**src/rtl/calc_pkg.sv**
```systemverilog
// calc_pkg
// Shared definitions for the calculator key sequencer: keycode constants,
// the 2-bit operator type, the sequencer state type and a helper that
// tells apart keys the sequencer acts on from keys it ignores.
package calc_pkg;

    localparam logic [4:0] KEY_ADD      = 5'h00;
    localparam logic [4:0] KEY_SUB      = 5'h01;
    localparam logic [4:0] KEY_MUL      = 5'h02;
    localparam logic [4:0] KEY_DIV      = 5'h03;
    localparam logic [4:0] KEY_EQ       = 5'h04;
    localparam logic [4:0] KEY_CLR      = 5'h05;
    localparam logic [4:0] KEY_HEX_BASE = 5'h10;

    typedef logic [1:0] opcode_t;

    typedef enum logic [1:0] {
        ST_IDLE     = 2'd0,
        ST_ISSUE    = 2'd1,
        ST_WAIT_ALU = 2'd2
    } state_t;

    // Hex digits occupy 5'h10-5'h1F and commands occupy 5'h00-5'h05.
    // Any other code is dropped at the input and never reaches the FIFO.
    function automatic logic is_valid_key(input logic [4:0] code);
        return (code >= KEY_HEX_BASE) || (code <= KEY_CLR);
    endfunction

endpackage

```
**src/rtl/key_fifo.sv**
```systemverilog
// key_fifo
// Small synchronous FIFO that buffers keycodes between the keypad and the
// sequencer FSM. The head entry is visible combinationally on 'head'.
// Ports:
//   clock, reset        rising-edge clock, asynchronous active-low reset
//   push, push_data     write request and data
//   pop                 read request; head advances on the edge
//   head                oldest entry (undefined while empty)
//   full, empty         occupancy flags
//   drop                push refused this cycle because the FIFO is full
//   level               current occupancy, 0..DEPTH
module key_fifo #(
    parameter int DEPTH = 4,
    parameter int WIDTH = 5
) (
    input  logic                   clock,
    input  logic                   reset,
    input  logic                   push,
    input  logic [WIDTH-1:0]       push_data,
    input  logic                   pop,
    output logic [WIDTH-1:0]       head,
    output logic                   full,
    output logic                   empty,
    output logic                   drop,
    output logic [$clog2(DEPTH):0] level
);

    localparam int PTR_W = $clog2(DEPTH);
    localparam int LVL_W = PTR_W + 1;

    logic [WIDTH-1:0] mem [DEPTH];
    logic [PTR_W-1:0] wr_ptr;
    logic [PTR_W-1:0] rd_ptr;
    logic             do_push;
    logic             do_pop;

    assign empty   = (level == '0);
    assign full    = (level == LVL_W'(DEPTH));
    assign do_pop  = pop && !empty;
    // A full FIFO still accepts a push when the head leaves on the same
    // edge, because the freed slot is the one the write pointer targets.
    assign do_push = push && (!full || do_pop);
    assign drop    = push && !do_push;
    assign head    = mem[rd_ptr];

    // Pointers wrap naturally since DEPTH is a power of two.
    always_ff @(posedge clock or negedge reset) begin
        if (!reset) begin
            wr_ptr <= '0;
            rd_ptr <= '0;
            level  <= '0;
        end else begin
            if (do_push) begin
                wr_ptr <= wr_ptr + PTR_W'(1);
            end
            if (do_pop) begin
                rd_ptr <= rd_ptr + PTR_W'(1);
            end
            case ({do_push, do_pop})
                2'b10:   level <= level + LVL_W'(1);
                2'b01:   level <= level - LVL_W'(1);
                default: level <= level;
            endcase
        end
    end

    // Storage needs no reset: entries are only read after being written.
    always_ff @(posedge clock) begin
        if (do_push) begin
            mem[wr_ptr] <= push_data;
        end
    end

endmodule

```
**src/rtl/calc_key_sequencer.sv**
```systemverilog
// calc_key_sequencer
// Buffers keypad presses, decodes them one at a time and issues one-cycle
// strobes to the calculator register file. Operator and equals keys start
// the arithmetic unit and further keys are held until it reports done or
// the wait times out.
// Ports:
//   clock, reset        rising-edge clock, asynchronous active-low reset
//   newkey, keycode     one-cycle keypress and its 5-bit code
//   alu_done            arithmetic unit result-valid pulse
//   newhex, hexcode     digit strobe and value
//   newop, opcode       operator strobe; opcode also qualifies eq
//   eq, clr             equals and clear strobes
//   alu_start           start pulse for the arithmetic unit
//   busy                high while waiting for the arithmetic unit
//   fifo_level          keypress buffer occupancy
//   key_drop            pulse: a key was lost to a full buffer
//   timeout_err         sticky: the arithmetic unit never answered
module calc_key_sequencer
    import calc_pkg::*;
#(
    parameter int FIFO_DEPTH = 4,
    parameter int TIMEOUT    = 64
) (
    input  logic                        clock,
    input  logic                        reset,
    input  logic                        newkey,
    input  logic [4:0]                  keycode,
    input  logic                        alu_done,
    output logic                        newhex,
    output logic [3:0]                  hexcode,
    output logic                        newop,
    output logic [1:0]                  opcode,
    output logic                        eq,
    output logic                        clr,
    output logic                        alu_start,
    output logic                        busy,
    output logic [$clog2(FIFO_DEPTH):0] fifo_level,
    output logic                        key_drop,
    output logic                        timeout_err
);

    localparam int CNT_W = $clog2(TIMEOUT + 1);

    state_t           state;
    state_t           state_next;
    logic [CNT_W-1:0] timer;
    logic [CNT_W-1:0] timer_next;
    opcode_t          last_op;
    opcode_t          last_op_next;

    logic             newhex_next;
    logic [3:0]       hexcode_next;
    logic             newop_next;
    logic [1:0]       opcode_next;
    logic             eq_next;
    logic             clr_next;
    logic             alu_start_next;
    logic             busy_next;
    logic             timeout_next;

    logic             fifo_push;
    logic             fifo_pop;
    logic [4:0]       head;
    logic             fifo_full;
    logic             fifo_empty;
    logic             fifo_drop;

    assign fifo_push = newkey && is_valid_key(keycode);
    assign fifo_pop  = (state == ST_IDLE) && !fifo_empty;

    key_fifo #(
        .DEPTH (FIFO_DEPTH),
        .WIDTH (5)
    ) u_fifo (
        .clock     (clock),
        .reset     (reset),
        .push      (fifo_push),
        .push_data (keycode),
        .pop       (fifo_pop),
        .head      (head),
        .full      (fifo_full),
        .empty     (fifo_empty),
        .drop      (fifo_drop),
        .level     (fifo_level)
    );

    // State and all outputs are registered. The decode of the head key is
    // done on the pop edge so its strobe is high for exactly the ISSUE cycle.
    always_ff @(posedge clock or negedge reset) begin
        if (!reset) begin
            state       <= ST_IDLE;
            timer       <= '0;
            last_op     <= '0;
            newhex      <= 1'b0;
            hexcode     <= '0;
            newop       <= 1'b0;
            opcode      <= '0;
            eq          <= 1'b0;
            clr         <= 1'b0;
            alu_start   <= 1'b0;
            busy        <= 1'b0;
            key_drop    <= 1'b0;
            timeout_err <= 1'b0;
        end else begin
            state       <= state_next;
            timer       <= timer_next;
            last_op     <= last_op_next;
            newhex      <= newhex_next;
            hexcode     <= hexcode_next;
            newop       <= newop_next;
            opcode      <= opcode_next;
            eq          <= eq_next;
            clr         <= clr_next;
            alu_start   <= alu_start_next;
            busy        <= busy_next;
            key_drop    <= fifo_drop;
            timeout_err <= timeout_next;
        end
    end

    // Next-state and next-output logic. Strobes default low so each one
    // lasts a single cycle; the ISSUE state uses the registered alu_start
    // to know whether the key it is presenting needs the arithmetic unit.
    always_comb begin
        state_next     = state;
        timer_next     = '0;
        last_op_next   = last_op;
        newhex_next    = 1'b0;
        hexcode_next   = '0;
        newop_next     = 1'b0;
        opcode_next    = '0;
        eq_next        = 1'b0;
        clr_next       = 1'b0;
        alu_start_next = 1'b0;
        busy_next      = 1'b0;
        timeout_next   = timeout_err;

        case (state)
            ST_IDLE: begin
                if (fifo_pop) begin
                    state_next = ST_ISSUE;
                    if (head >= KEY_HEX_BASE) begin
                        newhex_next  = 1'b1;
                        hexcode_next = head[3:0];
                    end else begin
                        case (head)
                            KEY_ADD, KEY_SUB, KEY_MUL, KEY_DIV: begin
                                newop_next     = 1'b1;
                                opcode_next    = head[1:0];
                                last_op_next   = head[1:0];
                                alu_start_next = 1'b1;
                            end
                            KEY_EQ: begin
                                eq_next        = 1'b1;
                                opcode_next    = last_op;
                                alu_start_next = 1'b1;
                            end
                            KEY_CLR: begin
                                clr_next     = 1'b1;
                                last_op_next = '0;
                                timeout_next = 1'b0;
                            end
                            default: begin
                            end
                        endcase
                    end
                end
            end

            ST_ISSUE: begin
                if (alu_start) begin
                    state_next = ST_WAIT_ALU;
                    busy_next  = 1'b1;
                end else begin
                    state_next = ST_IDLE;
                end
            end

            ST_WAIT_ALU: begin
                // A done pulse on the expiry cycle wins over the timeout.
                if (alu_done) begin
                    state_next = ST_IDLE;
                end else if (timer == CNT_W'(TIMEOUT - 1)) begin
                    state_next   = ST_IDLE;
                    timeout_next = 1'b1;
                end else begin
                    timer_next = timer + CNT_W'(1);
                    busy_next  = 1'b1;
                end
            end

            default: begin
                state_next = ST_IDLE;
            end
        endcase
    end

endmodule

```
**config.mk**
```make
export PLATFORM = sky130hd
export DESIGN_NAME = calc_key_sequencer
export DESIGN_NICKNAME = d
export VERILOG_FILES = /design/src/rtl/calc_pkg.sv /design/src/rtl/key_fifo.sv /design/src/rtl/calc_key_sequencer.sv
export SDC_FILE = /design/constraint.sdc
export NUM_CORES = 1
export LEC_CHECK = 0
export BUFFER_PORTS_ARGS = -buffer_cell sky130_fd_sc_hd__buf_4
export CAP_MARGIN = 5
export CELL_PAD_IN_SITES_DETAIL_PLACEMENT = 1
export CELL_PAD_IN_SITES_GLOBAL_PLACEMENT = 2
export CORE_ASPECT_RATIO = 1.2
export CORE_UTILIZATION = 40
export DETAILED_ROUTE_END_ITERATION = 10
export PLACE_DENSITY_LB_ADDON = 0.08
export SLEW_MARGIN = 10
export SYNTH_ARGS = -nofsm -noshare
export SYNTH_HDL_FRONTEND = slang
export SYNTH_HIERARCHICAL = 1
export SYNTH_SLANG_ARGS = --single-unit
```
**constraint.sdc**
```tcl
create_clock -name clock -period 2.8 [get_ports clock]
set_input_delay 0.42 -clock clock [delete_from_list [all_inputs] [get_ports clock]]
set_output_delay 0.42 -clock clock [all_outputs]
set_load 0.01 [all_outputs]
```
Yosys cells after proc, flatten, opt, wreduce, memory -nomap -nowiden
Memories as Yosys holds them, arrays and structs flattened.
Index checks and enable logic that the tools add are counted.
{"block": "totals", "register_bits": 32, "mem_bits_rw": 20, "input_bits": 9, "output_inout_bits": 17, "memories": 1}
{"memory": "u_fifo.mem", "depth": 4, "width": 5, "rd": 1, "rd_ports_with_merged_regs": 0, "wr": 1, "line": "key_fifo.sv:31", "rtl": "logic [WIDTH-1:0] mem [DEPTH];"}
{"block": "classes", "n_addsub": 5, "order_cmp": 3, "eq_ne": 17, "mux": 48, "n_bitwise": 1, "reduce_logical": 21}
{"op": "1-bit two-way mux", "n": 29}
{"op": "7-bit two-way mux", "n": 3}
{"op": "2-bit two-way mux", "n": 7}
{"op": "4-bit two-way mux", "n": 3}
{"op": "5-bit by 2-bit == test with 1-bit output, second input constant", "n": 2}
{"op": "5-bit by 3-bit == test with 1-bit output, second input constant", "n": 2}
{"op": "5-bit >= comparator, second input constant", "n": 2}
{"op": "2-bit case mux with 2 select lines", "n": 2}
{"op": "7-bit by 1-bit adder with 7-bit output, second input constant", "n": 1}
{"op": "7-bit by 6-bit == test with 1-bit output, second input constant", "n": 1}
{"op": "2-bit != test, second input constant", "n": 3}
{"op": "2-bit case mux with 3 select lines", "n": 1}
{"op": "3-bit case mux with 2 select lines", "n": 1}
{"op": "6-bit AND reduction", "n": 1}
{"op": "2-bit nonzero test", "n": 3}
{"op": "5-bit by 1-bit == test with 1-bit output, second input constant", "n": 1}
{"op": "5-bit by 3-bit less-or-equal comparator with 1-bit output, second input constant", "n": 1}
{"op": "1-bit logical AND", "n": 5}
{"op": "5-bit logical NOT", "n": 1}
{"op": "5-bit OR reduction", "n": 1}
{"op": "2-bit by 1-bit adder with 2-bit output, second input constant", "n": 2}
{"op": "2-bit by 1-bit == test with 1-bit output, second input constant", "n": 2}
{"op": "2-bit == test, second input constant", "n": 2}
{"op": "2-bit by 1-bit != test with 1-bit output, second input constant", "n": 2}
{"op": "13 further kinds", "n": 17}

Depth between registers and ports, before layout
Gate-level depths: netlist of run 1.
{"block": "depth", "ltp_word": 8, "depth_mapped": 13}

Modules after synthesis
The synthesis of run 1 kept the hierarchy.
{"mod": "key_fifo", "n_inst": 1, "cells_per_inst": 66, "area_each_um2": 1169.9, "seq_area_each_um2": 775.7}
{"mod": "calc_key_sequencer", "n_inst": 1, "cells_per_inst": 88, "area_each_um2": 1067.3, "seq_area_each_um2": 625.6}

Least setup slack after synthesis of run 1
No wires, ideal clock.
{"block": "synth_path", "kind": "register to register", "from": "register u_fifo.level[0]", "to": "register u_fifo.level[2]", "setup_ps": 79, "arrival_ps": 2433, "slack_ps": 288, "stages_incl_launch_ff": 13, "cell_sequence": "dfrtp_1 > nor3_1 > nand2b_1 > inv_2 > nor4b_2 > nor2b_2 > inv_1 > ha_1 > inv_1 > fa_1 > xor2_1 > nor2_1 > xor2_1"}
{"block": "synth_between", "elab_chain_len": 8, "elab_cells_between_ends": 14, "cone_classes": "2 x add/sub; 3 x eq/ne; 1 x mux; 8 x reduce/logical"}
{"element": "start, declared", "line": "key_fifo.sv:25", "rtl": "output logic [$clog2(DEPTH):0] level"}
{"element": "start signal, assigned", "line": "key_fifo.sv:60", "rtl": "2'b10: level <= level + LVL_W'(1);"}
{"element": "start signal, assigned", "line": "key_fifo.sv:61", "rtl": "2'b01: level <= level - LVL_W'(1);"}
{"element": "start signal, assigned", "line": "key_fifo.sv:62", "rtl": "default: level <= level;"}
{"element": "3-bit logical NOT *", "line": "key_fifo.sv:37", "rtl": "assign empty = (level == '0);"}
{"element": "via fifo_empty", "line": "calc_key_sequencer.sv:65", "rtl": "logic fifo_empty;"}
{"element": "1-bit logical NOT *", "line": "calc_key_sequencer.sv:69", "rtl": "assign fifo_pop = (state == ST_IDLE) && !fifo_empty;"}
{"element": "1-bit logical AND *", "line": "calc_key_sequencer.sv:69"}
{"element": "via fifo_pop", "line": "calc_key_sequencer.sv:62", "rtl": "logic fifo_pop;"}
{"element": "1-bit logical AND *", "line": "key_fifo.sv:39", "rtl": "assign do_pop = pop && !empty;"}
{"element": "1-bit logical OR", "line": "key_fifo.sv:42", "rtl": "assign do_push = push && (!full || do_pop);"}
{"element": "1-bit logical AND", "line": "key_fifo.sv:42"}
{"element": "2-bit by 1-bit == test with 1-bit output / 2-bit == test (equally long branches)", "line": "key_fifo.sv:59", "rtl": "case ({do_push, do_pop})"}
{"element": "3-bit case mux with 2 select lines / 2-bit nonzero test (equally long branches)"}
The timed path passes the listed nets; every way through them passes the cells marked *.
A chain may end at the register's enable or synchronous reset.

Worst setup path in the final report of run 1
{"block": "layout_path", "from": "register u_fifo.level[2]", "to": "register u_fifo.level[2]"}
Same word-level chain as after synthesis.

==> flow_metrics.env, run 1 <==
export IMPL_place_congestion=0.725
export IMPL_comb_power_share=0.377
export IMPL_rsz0062_at_grt="false"
export IMPL_start_kind="flop"
export IMPL_top_level_ports=26
export IMPL_syn_nets=172
export IMPL_drive_above_1_share=0.308
export IMPL_fin_hold_ws_ns=0.0311
export IMPL_grt_max_degree=33
export IMPL_intPower_mw=1.62
export IMPL_clock_latency_ns=0.31
export IMPL_seqPwrFrac=0.445
export IMPL_power_mw=2.48
export IMPL_avgSynthCellArea_um2=14.6
export IMPL_instances_no_fill=247
export IMPL_finish_instance_area_mm2=0.00259
export IMPL_cts_root_buf="clkbuf_8"
export IMPL_hold_viol=0
export IMPL_status="finished, final reports clean"
export IMPL_numCtsBuffers=5
export IMPL_clock_sinks=52
export IMPL_cts_tree="yes"
export IMPL_grt_ovfl_total=0
export IMPL_tns_ns=0
export IMPL_yosys_warnings=6
export IMPL_dp_hpwl_um=2900
export IMPL_antenna_found_initial=0
export IMPL_start_util=0.418
export IMPL_fin_crit_sh=0.919
export IMPL_maxSlewHeadroom=0.725
export IMPL_num_nets_final=203
export IMPL_drc=0
export IMPL_dp_cells=239
export IMPL_viasPerCell=5.07
export IMPL_die_h_um=83.8
export IMPL_vias=1252
export IMPL_irDropWorstVdd_v=0.000410
export IMPL_diodes=0
export IMPL_rows=29
export IMPL_dp_slack_ns=0.138
export IMPL_synthesis_instances=153
export IMPL_sw_frac_of_total=0.344
export IMPL_grt_pass1_vias=1377
export IMPL_clockPowerShare=0.178
export IMPL_crit_required_ns=3.03
export IMPL_io_buffers=25
export IMPL_fmax_mhz=389
export IMPL_grt_use_total=0.147
export IMPL_wl_um=3890
export IMPL_cpMaxStageDelayCell="dfrtp_1"
export IMPL_layout_min_cycle_time_ns=2.57
export IMPL_path_class="flop to flop"
export IMPL_antenna_left=0
export IMPL_p_per_area_mw_per_mm2=956
export IMPL_crit_chain="nor3_2, nand2b_1, inv_2, nor4b_2, nor2b_2, inv_1, ha_1, inv_1, fa_1, xor2_1, nor2_1, xor2_1"
export IMPL_grt_pass1_wl_um=6600
export IMPL_core_mm2=0.00533
export IMPL_final_setup_worst_slack_ns=0.227
export IMPL_drtPass1Iterations=4
export IMPL_dr_first_iter_drc_count=28
export IMPL_post_cts_buffers=0
export IMPL_power_leakage_nw=1.14
export IMPL_cp_top_family="simple AND/OR/NAND/NOR gates"
export IMPL_path_buf_inv=3
export IMPL_endpoint_kind="flop"
export IMPL_slew_violations=0
export IMPL_cp_max_fo=7
export IMPL_final_cell_mix="32 x dfrtp_1, 27 x buf_4, 20 x edfxtp_1"
export IMPL_cts_path_max_buffers=2
export IMPL_worstPathArrival_ns=2.81
export IMPL_path_clk_slew_ns=0.09
export IMPL_fin_util=0.486
export IMPL_fp_dieW_um=70.2
export IMPL_slowest_delay_ns=0.45
export IMPL_max_slew_worst_pin_slew_ns=0.412
export IMPL_drv_cap=0
export IMPL_netlist_area_mm2=0.00223
export IMPL_layout_cells_most_common="dfrtp_1"
export IMPL_p_sw_mw=0.853
export IMPL_drt_wirelength_per_cell_um=15.8
export IMPL_hp_class="primary input to asynchronous set/reset pin"
export IMPL_skew_ns=0.00817
export IMPL_postPlaceCellArea_mm2=0.00249
export IMPL_setup_violations=0
export IMPL_htreeDepth=2
export IMPL_syn_to_final_growth_pct=16.1
export IMPL_die_area_mm2=0.00588
==> routing by layer <==
metal | vias up | routed length (um) | share of wire | GRT usage
met5 | - | 0 | 0 | 0
met4 | 0 | 66 | 0.017 | 0.0600
met3 | 6 | 118 | 0.030 | 0.0423
met2 | 21 | 2090 | 0.54 | 0.256
met1 | 629 | 1620 | 0.42 | 0.168
li1 | 596 | - | - | -
==> path summary, 6_finish.rpt <==
check	slack, ns	endpoint	cells after the start	start
min in group clock	0.31	u_fifo/mem[0][0]	1	keycode[0]
min	0.03	eq	1	reset
max in group asynchronous	2.46	u_fifo/level[0]	1	reset
min reg2reg	0.47	timer[0]	1	timer[0]
max reg2reg	0.23	u_fifo/level[2]	12	u_fifo/level[2]
max	0.23	u_fifo/level[2]	12	u_fifo/level[2]
==> worst register-to-register path: cells and delay by family, from the launching register on <==
family	cells	cell delay [ns]
flops	1	0.45
buf+inv	3	0.20
xor+xnor	2	0.30
simple gates	5	1.03
fa+ha+maj	2	0.54
==> state kept, by name, indices dropped and copies added (netlist names), 2 cells and up <==
register       flops
u_fifo/level       3
timer              7
opcode             2
u_fifo/rd_ptr      2
last_op            2
u_fifo/mem        20
hexcode            4
u_fifo/wr_ptr      2
state              2
==> power by group through the flow <==
stage	combinational, mW	sequential, mW	clock [mW]
2_1_floorplan	0.655	1.11	0
3_3_place_gp	0.924	1.11	0
3_5_place_dp	0.947	1.12	0
4_1_cts	0.953	1.10	0.462
5_1_grt	1.04	1.13	0.486
6_report	0.933	1.10	0.441
==> area by class of cell <==
type,instances,area [um^2]
timing repair buffer,27,203
fill,537,2740
sequential,52,1400
clock inverter,3,25.0
clock buffer,5,68.8
multi-input combinational,88,777
tap,62,77.6
inverter,10,37.5
==> repair_timing <==
action | in CTS | in global routing
gates resized for setup | 0 | 1
hold endpoints to repair | 0 | 0
endpoints found under the setup margin | 0 | 1
hold buffers | 0 | 0
(Power assumes the default switching activity.)
==> run 2: changes to the inputs <==
--- a/constraint.sdc
+++ b/constraint.sdc
@@ -3,2 +3,2 @@
 set_output_delay 0.42 -clock clock [all_outputs]
-set_load 0.01 [all_outputs]
+set_load 0.1 [all_outputs]
==> flow_metrics.env, run 2 (same netlist as run 1, synthesis figures left out) <==
export IMPL_status="finished, final reports clean"
export IMPL_drt_wirelength_per_cell_um=16.6
export IMPL_p_per_area_mw_per_mm2=1180
export IMPL_clockPowerShare=0.146
export IMPL_dp_hpwl_um=3040
export IMPL_cts_resized=0
export IMPL_skew_ns=0.00908
export IMPL_io_buffers=25
export IMPL_die_h_um=83.8
export IMPL_htreeDepth=2
export IMPL_dr_first_iter_drc_count=45
export IMPL_tns_ns=0
export IMPL_setup_violations=0
export IMPL_drtPass1Iterations=2
export IMPL_fp_dieW_um=70.2
export IMPL_fmax_mhz=390
export IMPL_path_clk_slew_ns=0.10
export IMPL_grt_pass1_wl_um=7020
export IMPL_antenna_left=0
export IMPL_die_area_mm2=0.00588
export IMPL_crit_required_ns=3.02
export IMPL_grt_max_degree=33
export IMPL_grt_use_total=0.156
export IMPL_grt_pass1_vias=1423
export IMPL_diodes=0
export IMPL_core_mm2=0.00533
export IMPL_max_slew_worst_pin_slew_ns=0.420
export IMPL_wl_um=4070
export IMPL_post_cts_buffers=0
export IMPL_postCtsHoldBufs=0
export IMPL_path_class="flop to flop"
export IMPL_viasPerCell=5.06
export IMPL_layout_cells_most_common="dfrtp_1"
export IMPL_cts_path_max_buffers=2
export IMPL_syn_to_final_growth_pct=17.0
export IMPL_grt_ovfl_total=0
export IMPL_top_level_ports=26
export IMPL_reg_top3="u_fifo/mem: 20 flops, timer: 7 flops, hexcode: 4 flops"
export IMPL_cts_root_buf="clkbuf_8"
export IMPL_drv_cap=0
export IMPL_antenna_found_initial=0
export IMPL_drc=0
export IMPL_hold_viol=0
export IMPL_sw_frac_of_total=0.467
export IMPL_drive_above_1_share=0.326
export IMPL_start_util=0.418
export IMPL_p_sw_mw=1.44
export IMPL_grtUsageMet1=0.179
export IMPL_dp_cells=238
export IMPL_top_usage_layer="met2"
export IMPL_final_cell_mix="29 x dfrtp_1, 26 x buf_4, 20 x edfxtp_1"
export IMPL_intPower_mw=1.65
export IMPL_slew_violations=0
export IMPL_num_fill_cells=534
export IMPL_rsz0062_at_grt="false"
export IMPL_worstPathArrival_ns=2.79
export IMPL_place_congestion=0.711
export IMPL_cp_max_fo=7
export IMPL_rows=29
export IMPL_endpoint_kind="flop"
export IMPL_fin_crit_sh=0.916
export IMPL_largest_reg_flops=20
export IMPL_irDropWorstVdd_v=0.000556
export IMPL_comb_power_share=0.486
export IMPL_start_kind="flop"
export IMPL_num_nets_final=202
export IMPL_instances_no_fill=246
export IMPL_multi_input_area_um2=800
export IMPL_power_leakage_nw=1.15
export IMPL_largest_register="u_fifo/mem"
export IMPL_met3_usage=0.0411
export IMPL_layout_min_cycle_time_ns=2.56
export IMPL_numCtsBuffers=5
export IMPL_maxSlewHeadroom=0.720
export IMPL_clock_sinks=52
export IMPL_hp_class="primary input to asynchronous set/reset pin"
export IMPL_seqPwrFrac=0.368
export IMPL_seqCellArea_mm2=0.00141
export IMPL_clock_latency_ns=0.31
export IMPL_grt_use_met2=0.283
export IMPL_vias=1245
export IMPL_cts_tree="yes"
run 2: through the flow:
| step | power (mW) | worst slack (ns) | instance area, um^2 | hold WS, ns | utilization |
|---|---|---|---|---|---|
| floorplan | 2.30 | 0.0692 | 2230 | 0.124 | - |
| global placement | 2.58 | 0.197 | 2490 | 0.376 | 0.466 |
| detailed placement | 2.63 | 0.0968 | 2490 | 0.391 | 0.466 |
| CTS | 3.09 | 0.0249 | 2580 | 0.0426 | 0.484 |
| global route | 3.26 | 0.0204 | 2610 | 0.0683 | 0.489 |
| finish | 3.09 | 0.236 | 2610 | 0.0296 | 0.489 |
run 2: layout make-up:
cell class / count / share of cell area
Clock buffer: 5 / 0.0264
Clock inverter: 3 / 0.0101
Inverter: 10 / 0.0144
Multi-Input combinational cell: 88 / 0.306
Sequential cell: 52 / 0.538
Tap cell: 62 / 0.0297
Timing Repair Buffer: 26 / 0.0748
run 2: worst paths after layout:
check | from | end | slack [ns] | depth (start not counted)
setup / recovery | u_fifo/level[0] | u_fifo/level[2] | 0.24 | 12
hold / removal | reset | eq | 0.03 | 1
setup reg to reg | u_fifo/level[0] | u_fifo/level[2] | 0.24 | 12
hold reg to reg | timer[0] | timer[0] | 0.47 | 1
max in group asynchronous | reset | u_fifo/level[0] | 2.43 | 1
min in group clock | keycode[0] | u_fifo/mem[2][0] | 0.31 | 1
run 2: power groups by stage:
stage | Sequential, mW | Combinational (mW) | Clock (mW)
2_1_floorplan | 1.64 | 0.655 | 0
3_3_place_gp | 1.12 | 1.45 | 0
3_5_place_dp | 1.14 | 1.49 | 0
4_1_cts | 1.13 | 1.50 | 0.464
5_1_grt | 1.17 | 1.61 | 0.486
6_report | 1.14 | 1.50 | 0.451
run 2: routing by layer:
metal  vias up  share of wire
met5         -              0
met4         0          0.012
met1       627           0.40
li1        591              -
met2        21           0.55
met3         6          0.035
run 2: worst max-delay path, stage by stage, from the launching register on:
cell      delay (ns)
dfrtp_2         0.48
nor3_4          0.23
nand2b_4        0.18
inv_2           0.06
nor4b_4         0.28
nor2b_2         0.13
inv_1           0.07
ha_1            0.18
inv_1           0.06
fa_1            0.37
xor2_1          0.15
nor2_1          0.12
xor2_1          0.16
==> run 3: changes to the inputs <==
- CELL_PAD_IN_SITES_DETAIL_PLACEMENT: 1 -> 0
- CELL_PAD_IN_SITES_GLOBAL_PLACEMENT: 2 -> 1
- CORE_UTILIZATION: 40 -> 42
- MAX_ROUTING_LAYER: default -> met4
==> flow_metrics.env, run 3 (same netlist as run 1, synthesis figures left out) <==
export IMPL_status="finished, final reports clean"
export IMPL_largest_reg_flops=20
export IMPL_power_leakage_nw=1.13
export IMPL_dp_cells=236
export IMPL_syn_to_final_growth_pct=15.8
export IMPL_path_clk_slew_ns=0.09
export IMPL_endpoint_kind="flop"
export IMPL_postPlaceCellArea_mm2=0.00248
export IMPL_layout_min_cycle_time_ns=2.59
export IMPL_fp_dieW_um=68.5
export IMPL_fin_hold_ws_ns=0.0393
export IMPL_drtPass1Iterations=4
export IMPL_cts_path_max_buffers=2
export IMPL_top_level_ports=26
export IMPL_start_util=0.445
export IMPL_grt_pass1_wl_um=6150
export IMPL_p_per_area_mw_per_mm2=1160
export IMPL_grt_pass1_vias=1239
export IMPL_fmax_mhz=386
export IMPL_grt_ovfl_total=0
export IMPL_reg_top3="u_fifo/mem: 20 flops, timer: 7 flops, hexcode: 4 flops"
export IMPL_largest_register="u_fifo/mem"
export IMPL_dp_hpwl_um=2660
export IMPL_layout_cells_most_common="dfrtp_1"
export IMPL_die_area_mm2=0.00561
export IMPL_finish_instance_area_mm2=0.00258
export IMPL_tns_ns=0
export IMPL_core_mm2=0.00501
export IMPL_final_cell_mix="29 x dfrtp_1, 26 x buf_4, 20 x edfxtp_1"
export IMPL_max_slew_worst_pin_slew_ns=0.402
export IMPL_cts_tree="yes"
export IMPL_setup_violations=0
export IMPL_wl_um=3600
export IMPL_rsz0062_at_grt="false"
export IMPL_clock_sinks=52
export IMPL_antenna_found_initial=0
export IMPL_drt_wirelength_per_cell_um=14.8
export IMPL_fin_crit_sh=0.925
export IMPL_cp_max_fo=7
export IMPL_grt_use_total=0.162
export IMPL_num_nets_final=202
export IMPL_slew_violations=0
export IMPL_cpMaxStageDelayCell="dfrtp_2"
export IMPL_drc=0
export IMPL_worstPathArrival_ns=2.81
export IMPL_rows=28
export IMPL_start_kind="flop"
export IMPL_dr_first_iter_drc_count=71
export IMPL_numCtsBuffers=5
export IMPL_dp_slack_ns=0.0919
export IMPL_crit_chain="nor3_2, nand2b_2, inv_2, nor4b_2, nor2b_2, inv_1, ha_1, inv_1, fa_1, xor2_1, nor2_1, xor2_1"
export IMPL_hold_viol=0
export IMPL_io_buffers=25
export IMPL_vias=1217
export IMPL_cts_root_buf="clkbuf_8"
export IMPL_instances_no_fill=244
export IMPL_clock_latency_ns=0.30
export IMPL_path_class="flop to flop"
export IMPL_grt_max_degree=33
export IMPL_slowest_delay_ns=0.46
export IMPL_place_congestion=0.717
export IMPL_crit_required_ns=3.02
export IMPL_die_h_um=81.8
export IMPL_viasPerCell=4.99
export IMPL_skew_ns=0.00488
export IMPL_diodes=0
export IMPL_hp_class="primary input to asynchronous set/reset pin"
export IMPL_maxSlewHeadroom=0.732
export IMPL_antenna_left=0
export IMPL_irDropWorstVdd_v=0.000503
export IMPL_htreeDepth=2
export IMPL_drive_above_1_share=0.326
export IMPL_drv_cap=0
export IMPL_final_setup_worst_slack_ns=0.210
==> run 3: worst max-delay path: cells and delay by family, from the launching register on <==
kind	cells	cell delay (ns)
fa+ha+maj	2	0.54
flops	1	0.46
simple gates	5	1.02
buf+inv	3	0.19
xor+xnor	2	0.31
==> run 3: power by group <==
| part | total (mW) | switching [mW] | internal (mW) |
|---|---|---|---|
| clock network | 0.427 | 0.248 | 0.179 |
| logic | 1.47 | 1.00 | 0.467 |
| registers | 1.11 | 0.134 | 0.980 |
| total | 3.01 | 1.38 | 1.63 |
==> run 3: cell type report <==
cell class | count | area [um^2]
well taps | 60 | 75.1
repair buffers | 26 | 195
fillers | 443 | 2430
inverters | 10 | 37.5
multi-input cells | 88 | 779
clock inverters | 3 | 22.5
clock buffers | 5 | 68.8
flip-flops and latches | 52 | 1410
==> run 3: repair_timing <==
item / in CTS / in global routing
endpoints found under the setup margin: 0 / 1
buffers inserted: 0 / 0
endpoints found under the hold margin: 0 / 0
hold buffers: 0 / 0
gates resized for setup: 0 / 2
==> run 3: per-stage QoR <==
step / util / total power, mW
5_1_grt: 0.516 / 3.21
2_1_floorplan: - / 2.30
6_report: 0.516 / 3.01
4_1_cts: 0.514 / 3.04
3_5_place_dp: 0.496 / 2.60
3_3_place_gp: 0.496 / 2.58
==> run 3: per-layer routing <==
layer,GRT usage,vias up,wire [um]
met3,0.0556,2,160
met4,0.0563,0,25
met5,-,-,0
li1,-,595,-
met2,0.246,28,1840
met1,0.200,592,1580
==> run 3: worst paths after layout <==
kind | from | end | slack (ns) | depth (start not counted)
worst min-delay path | reset | timer[3] | 0.04 | 1
worst max-delay path | u_fifo/level[0] | u_fifo/level[2] | 0.21 | 12
max in group asynchronous | reset | u_fifo/level[1] | 2.45 | 1
worst max register to register | u_fifo/level[0] | u_fifo/level[2] | 0.21 | 12
min in group clock | keycode[0] | u_fifo/mem[1][0] | 0.32 | 1
worst min register to register | timer[0] | timer[0] | 0.48 | 1
